`src/rtl/life_controller_if.sv`:
```
// Control/board bundle between the Game-of-Life controller and its environment.
// master drives commands, seed and the evolved board; slave (the controller) returns state.
interface life_controller_if #(
    parameter int GEN_W = 8,
    parameter int DIV_W = 8
);
    logic             load;
    logic [63:0]      seed;
    logic             start;
    logic             stop;
    logic             pause;
    logic [DIV_W-1:0] step_div;
    logic [GEN_W-1:0] gen_limit;
    logic [63:0]      grid_next;
    logic [63:0]      grid;
    logic             running;
    logic             done;
    logic [GEN_W-1:0] gen_count;
    logic [1:0]       status;

    modport master (
        output load, seed, start, stop, pause, step_div, gen_limit, grid_next,
        input  grid, running, done, gen_count, status
    );

    modport slave (
        input  load, seed, start, stop, pause, step_div, gen_limit, grid_next,
        output grid, running, done, gen_count, status
    );
endinterface

```
`src/rtl/life_controller.sv`:
```
// Game-of-Life run controller: owns the 8x8 board, paces generations, detects end of run (LIFE_STABLE_DETECT_EN adds stable/extinct stop).
// Latency: first commit on the (step_div+1)th edge after start, then one commit every step_div+1 RUN cycles.
// Backpressure: none; pause level freezes the pacing divider, stop aborts, load/start ignored while running.
module life_controller #(
    parameter int GEN_W = 8,
    parameter int DIV_W = 8
) (
    input  logic             clk,
    input  logic             reset,
    life_controller_if.slave bus
);
    typedef enum logic [1:0] {IDLE, RUN, PAUSE, DONE} state_t;

    state_t           state;
    logic [63:0]      grid_q;
    logic [GEN_W-1:0] gen_count_q;
    logic [GEN_W-1:0] gen_limit_q;
    logic [GEN_W-1:0] gen_inc;
    logic [DIV_W-1:0] divider;
    logic [DIV_W-1:0] step_div_q;
    logic [1:0]       status_q;
    logic [1:0]       term_status;
    logic             running_q;
    logic             done_q;
    logic             limit_hit;

    assign gen_inc   = gen_count_q + 1'b1;
    assign limit_hit = (gen_limit_q != '0) && (gen_inc == gen_limit_q);

    // Later checks override earlier ones: extinct beats stable beats limit.
    always_comb begin
        term_status = 2'b00;
        if (limit_hit) term_status = 2'b01;
`ifdef LIFE_STABLE_DETECT_EN
        if (bus.grid_next == grid_q) term_status = 2'b10;
        if (bus.grid_next == '0)     term_status = 2'b11;
`endif
    end

    always_ff @(posedge clk) begin
        if (reset) begin
            state       <= IDLE;
            grid_q      <= '0;
            gen_count_q <= '0;
            gen_limit_q <= '0;
            divider     <= '0;
            step_div_q  <= '0;
            status_q    <= 2'b00;
            running_q   <= 1'b0;
            done_q      <= 1'b0;
        end else begin
            case (state)
                IDLE, DONE: begin
                    if (bus.load) begin
                        grid_q      <= bus.seed;
                        gen_count_q <= '0;
                        status_q    <= 2'b00;
                        state       <= IDLE;
                        done_q      <= 1'b0;
                    end else if (bus.start) begin
                        step_div_q  <= bus.step_div;
                        gen_limit_q <= bus.gen_limit;
                        divider     <= '0;
                        gen_count_q <= '0;
                        status_q    <= 2'b00;
                        state       <= RUN;
                        running_q   <= 1'b1;
                        done_q      <= 1'b0;
                    end
                end
                RUN: begin
                    if (bus.stop) begin
                        state     <= IDLE;
                        status_q  <= 2'b00;
                        running_q <= 1'b0;
                    end else if (bus.pause) begin
                        state <= PAUSE;
                    end else if (divider == step_div_q) begin
                        grid_q  <= bus.grid_next;
                        divider <= '0;
                        if (gen_count_q != '1) gen_count_q <= gen_inc;
                        if (term_status != 2'b00) begin
                            state     <= DONE;
                            status_q  <= term_status;
                            running_q <= 1'b0;
                            done_q    <= 1'b1;
                        end
                    end else begin
                        divider <= divider + 1'b1;
                    end
                end
                PAUSE: begin
                    if (bus.stop) begin
                        state     <= IDLE;
                        status_q  <= 2'b00;
                        running_q <= 1'b0;
                    end else if (!bus.pause) begin
                        state <= RUN;
                    end
                end
                default: begin
                    state     <= IDLE;
                    running_q <= 1'b0;
                    done_q    <= 1'b0;
                end
            endcase
        end
    end

    assign bus.grid      = grid_q;
    assign bus.gen_count = gen_count_q;
    assign bus.status    = status_q;
    assign bus.running   = running_q;
    assign bus.done      = done_q;
endmodule

```
`src/flat_wrapper.sv`:
```
// flat-port wrapper written by rule: the top's interface ports become plain ports
module life_controller_flat 
#(
    parameter int GEN_W = 8,
    parameter int DIV_W = 8
)
  (clk, reset, bus_load, bus_seed, bus_start, bus_stop, bus_pause, bus_step_div, bus_gen_limit, bus_grid_next, bus_grid, bus_running, bus_done, bus_gen_count, bus_status);
  life_controller_if #(.GEN_W(GEN_W), .DIV_W(DIV_W)) bus_i ();
  input  logic clk;
  input  logic reset;
  input wire logic [$bits(bus_i.load)-1:0] bus_load;
  input wire logic [$bits(bus_i.seed)-1:0] bus_seed;
  input wire logic [$bits(bus_i.start)-1:0] bus_start;
  input wire logic [$bits(bus_i.stop)-1:0] bus_stop;
  input wire logic [$bits(bus_i.pause)-1:0] bus_pause;
  input wire logic [$bits(bus_i.step_div)-1:0] bus_step_div;
  input wire logic [$bits(bus_i.gen_limit)-1:0] bus_gen_limit;
  input wire logic [$bits(bus_i.grid_next)-1:0] bus_grid_next;
  output wire logic [$bits(bus_i.grid)-1:0] bus_grid;
  output wire logic [$bits(bus_i.running)-1:0] bus_running;
  output wire logic [$bits(bus_i.done)-1:0] bus_done;
  output wire logic [$bits(bus_i.gen_count)-1:0] bus_gen_count;
  output wire logic [$bits(bus_i.status)-1:0] bus_status;
  assign bus_i.load = bus_load;
  assign bus_i.seed = bus_seed;
  assign bus_i.start = bus_start;
  assign bus_i.stop = bus_stop;
  assign bus_i.pause = bus_pause;
  assign bus_i.step_div = bus_step_div;
  assign bus_i.gen_limit = bus_gen_limit;
  assign bus_i.grid_next = bus_grid_next;
  assign bus_grid = bus_i.grid;
  assign bus_running = bus_i.running;
  assign bus_done = bus_i.done;
  assign bus_gen_count = bus_i.gen_count;
  assign bus_status = bus_i.status;
  life_controller #(.GEN_W(GEN_W), .DIV_W(DIV_W)) u_core (.clk(clk), .reset(reset), .bus(bus_i));
endmodule
```
`config.mk`:
```
export PLATFORM = sky130hd
export DESIGN_NAME = life_controller_flat
export DESIGN_NICKNAME = d
export VERILOG_FILES = /design/src/rtl/life_controller_if.sv /design/src/rtl/life_controller.sv /design/src/flat_wrapper.sv
export SDC_FILE = /design/constraint.sdc
export NUM_CORES = 1
export LEC_CHECK = 0
export CAP_MARGIN = 30
export CORE_MARGIN = 3
export CORE_UTILIZATION = 40
export CTS_CLUSTER_SIZE = 25
export DETAILED_ROUTE_END_ITERATION = 8
export GPL_ROUTABILITY_DRIVEN = 0
export GPL_TIMING_DRIVEN = 0
export PLACE_DENSITY_LB_ADDON = 0.2
export SLEW_MARGIN = 20
export SYNTH_ARGS = -nofsm -noshare
export SYNTH_HDL_FRONTEND = slang
export SYNTH_SLANG_ARGS = --single-unit
```
`constraint.sdc`:
```
create_clock -name clk -period 2.4 [get_ports clk]
set_input_delay 0.36 -clock clk [delete_from_list [all_inputs] [get_ports clk]]
set_output_delay 0.36 -clock clk [all_outputs]
set_load 0.03 [all_outputs]
```
# ---- Word level (Yosys, flattened, before mapping)
# Cells that the tools add are included.
dict set report totals {
  register_bits 102
  word_cells 98
  output_inout_bits 76
}
dict set report classes {
  n_reduce_logical 14
  addsub 2
  eq_ne 22
  n_mux 50
  bitwise 1
}
# op count
set op_table {}
lappend op_table {{$mux 64} 4}
lappend op_table {{$pmux 64 s2} 1}
lappend op_table {{$mux 8} 10}
lappend op_table {{$pmux 8 s2} 2}
lappend op_table {{$mux 2} 15}
lappend op_table {{$reduce_and 6->1} 3}
lappend op_table {{$add 8x1->8 const B} 2}
lappend op_table {{$eq 8x8->1} 2}
lappend op_table {{$reduce_and 5->1} 3}
lappend op_table {{$mux 1} 14}
lappend op_table {{$ne 2x2->1 const B} 6}
lappend op_table {{$pmux 2 s3} 2}
lappend op_table {{$ne 3x3->1 const B} 3}
lappend op_table {{$ne 4x3->1 const B} 2}
lappend op_table {{$ne 8x8->1 const B} 1}
lappend op_table {{$reduce_bool 8->1} 1}
lappend op_table {{$ne 2x1->1 const B} 3}
lappend op_table {{$ne 3x2->1 const B} 2}
lappend op_table {{$eq 2x2->1 const B} 2}
lappend op_table {{$reduce_and 4->1} 1}
lappend op_table {{$reduce_bool 2->1} 2}
lappend op_table {{$pmux 1 s3} 1}
lappend op_table {{$reduce_and 3->1} 1}
lappend op_table {{$eq 2x1->1 const B} 1}
lappend op_table {{other kinds (5)} 5}

# ---- Longest topological paths before layout
dict set report depth {
  ltp_word 10
  ltp_mapped 10
}

# ---- Least setup slack after synthesis
# OpenSTA, ideal clock, no wires.
dict set report synth_path {
  path_kind {register to register}
  startpoint {reg u_core.gen_count_q[0] (netlist: u_core.bus.gen_count[0])}
  endpoint {reg u_core.gen_count_q[3] (netlist: u_core.bus.gen_count[3])}
  required_ps 2278
  period_less_slack_ps 2138
  stages_incl_launch_ff 8
  slack_ps 262
  arrival_ps 2016
  cell_sequence {dfxtp_1 > ha_1 > and3_1 > and2_1 > and4_1 > nor3_2 > buf_2 > a221o_1}
}
dict set report synth_via {
  elab_chain_cells 6
  elab_cells_between_ends 9
  classes_between {1 x add/sub; 2 x eq/ne; 5 x mux; 1 x reduce/logical}
}
# item line_no
set synth_rtl {}
lappend synth_rtl {{start: declaration} life_controller.sv:16} ;# logic [GEN_W-1:0] gen_count_q;
lappend synth_rtl {{start signal: assignment} life_controller.sv:81} ;# if (gen_count_q != '1) gen_count_q <= gen_inc;
lappend synth_rtl {{$add 8x1->8} life_controller.sv:27} ;# assign gen_inc = gen_count_q + 1'b1;
lappend synth_rtl {{$mux 8} life_controller.sv:81}
lappend synth_rtl {{$mux 8} life_controller.sv:78} ;# end else if (divider == step_div_q) begin
lappend synth_rtl {{$mux 8} life_controller.sv:76} ;# end else if (bus.pause) begin
lappend synth_rtl {{$mux 8} life_controller.sv:72} ;# if (bus.stop) begin
lappend synth_rtl {{$pmux 8 s2} life_controller.sv:52} ;# case (state)
# Parallel ways exist; a longest one is shown, timed or not. The select of a mux whose other input is x is not followed.
# A chain may end at the register's enable or synchronous reset.

# ---- Worst setup path after layout
dict set report layout_path {
  startpoint {reg u_core.state[1]}
  endpoint {reg u_core.gen_count_q[0] (netlist: u_core.bus.gen_count[0])}
}
dict set report layout_via {
  elab_chain_cells 4
  elab_cells_between_ends 12
  classes_between {7 x eq/ne; 1 x mux; 4 x reduce/logical}
}
# item line_no
set layout_rtl {}
lappend layout_rtl {{start: declaration} life_controller.sv:14} ;# state_t state;
lappend layout_rtl {{start signal: assignment} life_controller.sv:42} ;# state <= IDLE;
lappend layout_rtl {{start signal: assignment} life_controller.sv:58} ;# state <= IDLE;
lappend layout_rtl {{start signal: assignment} life_controller.sv:66} ;# state <= RUN;
lappend layout_rtl {{$eq 2x2->1 / $logic_not 2->1 (equally long branches)} life_controller.sv:52}
lappend layout_rtl {{$reduce_or 2->1} life_controller.sv:52}
lappend layout_rtl {{$ne 3x3->1 (no source line) / $reduce_bool 2->1 (equally long branches)} -}
lappend layout_rtl {{$reduce_and 6->1 (no source line)} -}
# Parallel ways exist; a longest one is shown, timed or not.

==> flow_metrics.env <==
export IMPL_status="finished, final reports clean"
export IMPL_setup_viol=0
export IMPL_ir_drop_mv=0.3643
export IMPL_yosysMostFrequentCell="dfxtp_1"
export IMPL_ctsRootBufferMaster="clkbuf_16"
export IMPL_synthArstFlopShare_pct=0
export IMPL_postRouteAntennaNets=0
export IMPL_fin_crit_ns=2.247
export IMPL_io_buffers=224
export IMPL_hold_slack_ns=0.4674
export IMPL_grt_max_degree=17
export IMPL_start_kind="register"
export IMPL_top_usage_layer="met2"
export IMPL_critPathCaptureType="register"
export IMPL_drv_slew=0
export IMPL_antenna_found_initial=0
export IMPL_yosys_area_top_type="dfxtp_1"
export IMPL_relSlewSlack_pct=57.63
export IMPL_crit_required_ns=2.61
export IMPL_clock_latency_ns=0.34
export IMPL_rsz0062_at_grt="false"
export IMPL_layoutNonFillerInstCount=925
export IMPL_use_met2_pct=37.02
export IMPL_vias_per_cell=5.240
export IMPL_synth_edff_count=0
export IMPL_clk_path_buf_depth=2
export IMPL_grt_pass1_wl_um=23230
export IMPL_use_met1_pct=27.13
export IMPL_first_global_vias=4687
export IMPL_synth_common_cells="101 x dfxtp_1, 85 x nor2_1, 67 x a211oi_1, 67 x mux2i_1, 43 x nand2_1"
export IMPL_cts_setup_buffers=0
export IMPL_crit_path_max_fanout=10
export IMPL_p_per_area_nw_per_um2=740.9
export IMPL_dp_hpwl_um=12080
export IMPL_drive_above_1_share_pct=6.394
export IMPL_numCtsBuffers=9
export IMPL_fp_dieW_um=116.1
export IMPL_remaining_drc_errors=0
export IMPL_vias=4847
export IMPL_ys_flop_type="dfxtp_1"
export IMPL_die_area_um2=13490
export IMPL_path_class="reg -> reg"
export IMPL_h_tree_depth=3
export IMPL_power_static_leakage_nw=2.853
export IMPL_cts_tree="done"
export IMPL_report_final_hold_viol_count=0
export IMPL_worstHoldPathType="reg -> reg"
export IMPL_fin_nets=931
export IMPL_drt_iter0_drc=205
export IMPL_cap_violations=0
export IMPL_period_share_pct=93.61
export IMPL_clock_skew_final_ns=0.01011
export IMPL_grt_overflow=0
export IMPL_max_freq_mhz=445.1
export IMPL_initial_core_util_pct=41.78
export IMPL_design_core_area_um2=11610
export IMPL_synth_cells=542
export IMPL_syn_area_per_cell_um2=8.952
export IMPL_fin_setup_tns_ns=0
export IMPL_syn_nets=696
export IMPL_totalPowerFinal_mw=5.650
export IMPL_cp_arrival_ns=2.46
export IMPL_multi_input_area_um2=2606
export IMPL_cts_clk_slew_worst_paths_ns=0.07
export IMPL_tightest_slew_ns=0.6356
export IMPL_layout_area_overhead_vs_synth_pct=57.17
export IMPL_cts_sinks=101
export IMPL_final_util_pct=65.66
export IMPL_register_area_um2=2023
export IMPL_diodes=0
export IMPL_drt_total_wl_um=15240
export IMPL_firstDrtPassIters=5
export IMPL_ios=226
export IMPL_synth_top_area_share_pct=41.67
export IMPL_ys_ff_latch=101
export IMPL_rows=39
export IMPL_gr_usage_met3_pct=5.440
export IMPL_die_h_um=116.1
export IMPL_synth_sequential_area_ratio_pct=41.67
export IMPL_place_inst=909
export IMPL_synth_area_leaders="dfxtp_1 42%, mux2i_1 14%, a211oi_1 10%"
export IMPL_synth_area_um2=4852
export IMPL_grt_total_usage_pct=21.76
export IMPL_fillers=980
export IMPL_yosys_warnings=0
export IMPL_ys_types=52
export IMPL_wire_per_inst_um=16.47
[critical path: stages, from the launching register on]
cell	delay (ns)
dfxtp_1	0.32
inv_1	0.07
ha_1	0.25
or3b_1	0.36
buf_2	0.18
a21o_1	0.23
nor3_2	0.23
buf_2	0.24
mux2i_1	0.20
nor2_1	0.05
[routing by layer]
layer / up-vias / routed length (um)
li1: 2403 / -
met1: 2221 / 6168
met2: 202 / 7530
met3: 21 / 1272
met4: 0 / 266
met5: - / 0
[layout by cell type, fill, tap and decap left out, types with 4 or more instances in the layout]
| master | netlist | layout |
|---|---|---|
| nand2b_1 | 5 | 5 |
| dfxtp_1 | 101 | 100 |
| nand3_1 | 10 | 10 |
| xor2_1 | 18 | 18 |
| nor2_1 | 85 | 85 |
| a21oi_1 | 27 | 27 |
| clkbuf_1 | 21 | 14 |
| inv_1 | 9 | 9 |
| and3_1 | 5 | 5 |
| clkbuf_16 | 0 | 9 |
| xnor2_1 | 6 | 6 |
| mux2i_1 | 67 | 67 |
| clkdlybuf4s50_1 | 0 | 224 |
| clkbuf_2 | 0 | 7 |
| a211oi_1 | 67 | 67 |
| buf_2 | 12 | 12 |
| buf_4 | 8 | 8 |
| ha_1 | 4 | 4 |
| nand2_1 | 43 | 43 |
[report_power, final]
group / internal, mW / switching, mW / total (mW) / leakage [nW]
sequential: 1.90 / 0.131 / 2.03 / 0.832
clock: 0.973 / 0.635 / 1.61 / 0.162
combinational: 0.910 / 1.10 / 2.01 / 1.86
[kinds of logic after synthesis]
kind of cell	after synthesis	share of synthesized area (%)
buffers and inverters	50	4.796
other	1	0.07729
flip-flops	101	41.67
adder cells (fa/ha/maj)	4	1.032
AO/OA/AOI/OAI	119	17.38
AND/OR/NAND/NOR	176	16.89
multiplexers	67	13.82
XOR/XNOR	24	4.332
[state kept, by name (all words and copies together), names as in the netlist]
name                  flops
u_core.bus.grid          64
u_core.bus.gen_count      8
u_core.divider            8
u_core.gen_limit_q        8
u_core.step_div_q         8
u_core.state              2
u_core.bus.done           1
u_core.bus.running        1
u_core.bus.status         1
[path summary, 6_finish.rpt]
check                                          start                       to  slack, ns  depth (start not counted)
worst max-delay path                 u_core.state[1]  u_core.bus.gen_count[0]       0.15                          9
worst min-delay path            u_core.step_div_q[7]     u_core.step_div_q[7]       0.47                          2
worst max register to register       u_core.state[1]  u_core.bus.gen_count[0]       0.15                          9
worst min register to register  u_core.step_div_q[7]     u_core.step_div_q[7]       0.47                          2
[stage by stage]
stage	setup WS, ns	instance area [um^2]
2_1_floorplan	0.2622	4852
3_3_place_gp	-0.07793	7273
3_5_place_dp	-0.09065	7273
4_1_cts	0.03695	7609
5_1_grt	0.001023	7626
6_report	0.1534	7626
[cell type report]
| type | instances | area share, % |
|---|---|---|
| Multi-Input combinational cell | 391 | 34.18 |
| Timing Repair Buffer | 224 | 29.40 |
| Sequential cell | 101 | 26.53 |
| Clock buffer | 11 | 3.314 |
| Buffer | 41 | 2.724 |
| Tap cell | 143 | 2.346 |
| Clock inverter | 5 | 1.066 |
| Inverter | 9 | 0.4430 |
[what timing repair did]
item / CTS / global route
endpoints found under the setup margin: 1 / 49
resized for setup: 1 / 14
hold buffers: 0 / 0
Note: power is estimated with default switching activity, not from simulation.
